<file path="src/rtl/dff_pipe_sync.sv">
// rtl/dff_pipe_sync.sv - elastic DEPTH x WIDTH register pipeline with valid/ready, bubble collapse, flush and count
module dff_pipe_sync #(
    parameter int              WIDTH     = 8,
    parameter int              DEPTH     = 3,
    parameter logic [WIDTH-1:0] RESET_VAL = '0
) (
    input  logic                         clk,
    input  logic                         rst,
    input  logic                         flush,
    input  logic                         in_valid,
    input  logic [WIDTH-1:0]             in_data,
    output logic                         in_ready,
    output logic                         out_valid,
    output logic [WIDTH-1:0]             out_data,
    input  logic                         out_ready,
    output logic [$clog2(DEPTH+1)-1:0]   count
);

    localparam int CW = $clog2(DEPTH+1);

    logic [DEPTH-1:0] r_v;
    logic [WIDTH-1:0] r_d [DEPTH];
    logic [CW-1:0]    r_count;

    logic [DEPTH-1:0] w_rdy;
    logic [DEPTH-1:0] w_src_v;
    logic [WIDTH-1:0] w_src_d [DEPTH];
    logic [DEPTH-1:0] w_v_nxt;
    logic [DEPTH-1:0] w_ld;
    logic [CW-1:0]    w_cnt_nxt;

    // A stage is ready if it or any stage downstream of it is empty, or the sink accepts.
    always_comb begin : ready_chain
        logic l_acc;
        l_acc = out_ready;
        w_rdy = '0;
        for (int k = DEPTH - 1; k >= 0; k--) begin
            l_acc    = l_acc | ~r_v[k];
            w_rdy[k] = l_acc;
        end
    end

    genvar g;
    generate
        for (g = 0; g < DEPTH; g++) begin : g_src
            if (g == 0) begin : g_first
                assign w_src_v[g] = in_valid;
                assign w_src_d[g] = in_data;
            end else begin : g_rest
                assign w_src_v[g] = r_v[g-1];
                assign w_src_d[g] = r_d[g-1];
            end
        end
    endgenerate

    // Data loads only for a valid source, so idle input data never enters the pipe.
    always_comb begin
        w_ld      = w_rdy & w_src_v & {DEPTH{~flush}};
        w_v_nxt   = flush ? '0 : ((w_rdy & w_src_v) | (~w_rdy & r_v));
        w_cnt_nxt = '0;
        for (int k = 0; k < DEPTH; k++) begin
            w_cnt_nxt = w_cnt_nxt + CW'(w_v_nxt[k]);
        end
    end

    always_ff @(posedge clk) begin
        if (rst) begin
            r_v     <= '0;
            r_count <= '0;
            for (int k = 0; k < DEPTH; k++) begin
                r_d[k] <= RESET_VAL;
            end
        end else begin
            r_v     <= w_v_nxt;
            r_count <= w_cnt_nxt;
            for (int k = 0; k < DEPTH; k++) begin
                if (w_ld[k]) begin
                    r_d[k] <= w_src_d[k];
                end
            end
        end
    end

    assign in_ready  = w_rdy[0];
    assign out_valid = r_v[DEPTH-1];
    assign out_data  = r_d[DEPTH-1];
    assign count     = r_count;

endmodule

</file>
<file path="config.mk">
export PLATFORM = sky130hd
export DESIGN_NAME = dff_pipe_sync
export DESIGN_NICKNAME = d
export VERILOG_FILES = /design/src/rtl/dff_pipe_sync.sv
export SDC_FILE = /design/constraint.sdc
export NUM_CORES = 1
export LEC_CHECK = 0
export CAP_MARGIN = 20
export CORE_MARGIN = 5
export CORE_UTILIZATION = 45
export DETAILED_ROUTE_END_ITERATION = 7
export PLACE_DENSITY = 0.74
export SLEW_MARGIN = 10
export SYNTH_ARGS = -nofsm -noshare
export SYNTH_HDL_FRONTEND = slang
export SYNTH_SLANG_ARGS = --single-unit
</file>
<file path="constraint.sdc">
create_clock -name clk -period 1.5 [get_ports clk]
set_input_delay 0.3 -clock clk [delete_from_list [all_inputs] [get_ports clk]]
set_output_delay 0.3 -clock clk [all_outputs]
set_load 0.1 [all_outputs]
</file>
==> run_results.csv <==
group,metric,value,unit
sta,rsz0062_at_grt,"true",
detailed_routing,wl_per_cell,13.5,um
detailed_routing,drt-initial-drc-count,10,
outcome,outcome,"finished with violations",
logic_synthesis,ys_ff_latch,29,
logic_synthesis,synth_top_area_frac,0.571,
clock_network,cts_buffers,5,
clock_network,clk_pin_slew,0.08,ns
sta,finalSetupViolations,1,
sta,finalSetupTns,-0.0288,ns
clock_network,htreeDepth,2,
power,p_switching,0.429,mW
sta,worst_slack,-0.0288,ns
logic_synthesis,synth_area_leader_cell,"edfxtp_1",
logic_synthesis,synth_area,1260,sq um
clock_network,clkSinkCount,29,
detailed_routing,drc,0,
floorplan,fp.dieH,63.0,um
clock_network,clockBufferDepth,2,
grt,met2_usage,0.182,
critical_path,worstReg2RegEnd,"count[0]",
floorplan,coreArea,2730,sq um
power,clkPwrFrac,0.257,
grt,grt_util_met1,0.101,
min_path,holdCritStartpoint,"r_d[0][2]",
critical_path,reg2reg_slack,-0.03,ns
outcome,violations,"setup timing",
final_layout,drive_gt1_frac,0.448,
logic_synthesis,syn-num-nets,107,
final_layout,fin_util,0.674,
final_layout,n_antenna_cell,0,
min_path,hold_path.class,"flop to flop",
grt,grt_pass1_wl,3.29,mm
logic_synthesis,yosysSeqAreaShare,0.650,
floorplan,die_w,63.0,um
floorplan,num_rows,19,
critical_path,worst_setup_path_start_kind,"flop",
grt,grt_busiest_layer,"met2",
placement,hpwl,1.41,mm
critical_path,arrival,1.78,ns
sta,finalCritPeriodShare,1.02,
power,max-vdd-ir-drop,0.000622,V
floorplan,dieArea,3960,sq um
logic_synthesis,synth_warnings,0,
final_layout,fin_nets,138,
grt,overflow,0,
logic_synthesis,syn_avg_cell_area,13.6,sq um
flow_run,cap_viol_max_count,0,
logic_synthesis,synthCells,93,
sta,fmax,0.654,GHz
sta,slew_viol_final,0,
sta,relSlewSlack,0.698,
grt,grt_max_degree,25,
final_layout,fillerInstances,182,
grt,grt_pass1_vias,783,
detailed_routing,routed-via-count,769,
logic_synthesis,yosysUniqueCellTypes,21,
sta,tightest_slew,0.452,ns
sta,clock_skew,0.00812,ns
clock_network,cts_tree,"yes",
floorplan,initial_core_util,0.462,
min_path,holdPathStages,1,
power,p_seq_frac,0.568,
detailed_routing,dr.pass1.iters,4,
grt,use_met3,0.0665,
power,p_int,1.20,mW
sta,finalHoldViolations,0,
sta,min_period,1.53,ns
critical_path,r2r_cells,6,
detailed_routing,ant_nets,0,
power,pwr-share-comb,0.175,
power,netSwitchingFraction,0.263,
power,power_density,886,nW/um^2
clock_network,cts-root-buf,"clkbuf_4",
detailed_routing,routed_wl,2.11,mm
grt,grt_usage,0.111,
critical_path,critPathRequiredTime,1.75,ns
critical_path,crit_path_end_kind,"flop",
sta,hold_ws,0.547,ns
placement,io_buffers,24,
clock_network,clock_latency,0.32,ns
power,p_leak,0.789,nW
logic_synthesis,synthTopCellsByArea,"edfxtp_1 (57%), and3_1 (9.9%), dfxtp_1 (7.9%)",
min_path,holdPathEnd,"r_d[0][10]",
placement,gp_congestion,0.819,
critical_path,rr_startpoint,"r_v[2]",
final_layout,syn2layout_area_growth,45.9,%
critical_path,crit_type,"flop to flop",
critical_path,worst-path-max-fanout,3,
detailed_routing,viasPerCell,4.93,
power,fin_total_pwr,1.63,mW
floorplan,boundaryPins,25,
grt,antenna_found_initial,0,
## Yosys cell counts
| cell type | n |
|---|---|
| edfxtp_1 | 24 |
| and3_1 | 20 |
| buf_4 | 8 |
| dfxtp_1 | 5 |
| nor2_1 | 5 |
| and3_2 | 4 |
| buf_6 | 4 |
| inv_1 | 3 |
| nor3_1 | 3 |
| a21oi_1 | 2 |
| a31o_2 | 2 |
| clkbuf_1 | 2 |
| nand2_1 | 2 |
| nor2b_1 | 2 |
| and2_4 | 1 |
| buf_2 | 1 |
| fa_1 | 1 |
| nor2_2 | 1 |
| nor2b_4 | 1 |
| o22ai_4 | 1 |
| o31ai_1 | 1 |
## worst max path at each step
stage / from / to / slack, ns / depth (start not counted)
floorplan: r_v[2] / count[0] / -0.19 / 6
global placement: out_ready / count[0] / -0.30 / 6
detailed placement: out_ready / count[0] / -0.40 / 6
CTS: r_v[2] / count[0] / 0.001 / 6
global route: r_v[2] / count[0] / -0.05 / 6
finish: r_v[2] / count[0] / -0.03 / 6
## state kept, by name, indices dropped and copies added, names as in the netlist
signal	flops
count	2
r_d	24
r_v	3
## cells in the final DEF, fill, tap and decap left out, drive strengths merged
master         netlist  final
clkbuf               2      5
clkinv               0      3
nor3                 3      3
dlymetal6s2s         0      1
a31o                 2      2
buf                 13     27
inv                  3      3
dfxtp                5      5
o31ai                1      1
nor2b                3      3
and3                24     24
and2                 1      1
fa                   1      1
o22ai                1      1
nand2                2      2
clkdlybuf4s50        0     10
nor2                 6      6
dlygate4sd2          0      1
a21oi                2      2
edfxtp              24     24
## layer usage
| layer | wire length [um] | vias up |
|---|---|---|
| met5 | 0 | - |
| met4 | 48 | 0 |
| met3 | 160 | 4 |
| met2 | 1130 | 22 |
| met1 | 777 | 354 |
| li1 | - | 389 |
## what timing repair did
item	4_1_cts	5_1_grt
gates resized for setup	6	17
gates cloned	0	0
endpoints found under the hold margin	0	0
setup endpoints to repair	26	41
hold buffers	0	0
buffers inserted	4	1
pin swaps	2	1
## cell families (layout without fill, tap and decap cells)
family / count (synthesis) / in the layout / synth area share
adders and majority gates: 1 / 1 / 0.0159
AOI/OAI and AO/OA: 6 / 6 / 0.0436
buffers and inverters: 18 / 50 / 0.102
DFF: 29 / 29 / 0.650
and+or+nand+nor: 39 / 39 / 0.188
## area by class of cell
type	count	area, sq um	share of cell area
sequential	29	825	0.448
clock inverter	3	12.5	0.00679
timing repair buffer	39	505	0.274
clock buffer	5	37.5	0.0204
multi-input combinational	46	412	0.224
inverter	3	11.3	0.00611
tap	31	38.8	0.0211
## through the flow
stage | instances | area [sq um] | setup WS, ns
detailed placement | 143 | 1660 | -0.402
global placement | 143 | 1660 | -0.296
floorplan | 93 | 1290 | -0.189
CTS | 155 | 1760 | 0.00133
finish | 156 | 1840 | -0.0288
global route | 156 | 1840 | -0.0526
## critical path: stages (launching register included)
cell and delay (ns):
dfxtp_4 0.35, nor2b_4 0.13, buf_6 0.12, a21oi_4 0.13, nor2_2 0.06, fa_1 0.55
nor2b_1 0.13
## power by group through the flow
stage	sequential, mW	clock [mW]	combinational [mW]
after floorplan	0.952	0	0.162
after global placement	0.945	0	0.259
after detailed placement	0.946	0	0.266
after CTS	0.927	0.440	0.270
after global routing	0.931	0.464	0.299
final	0.927	0.419	0.286
No activity file was read; power rests on OpenSTA's default activity.
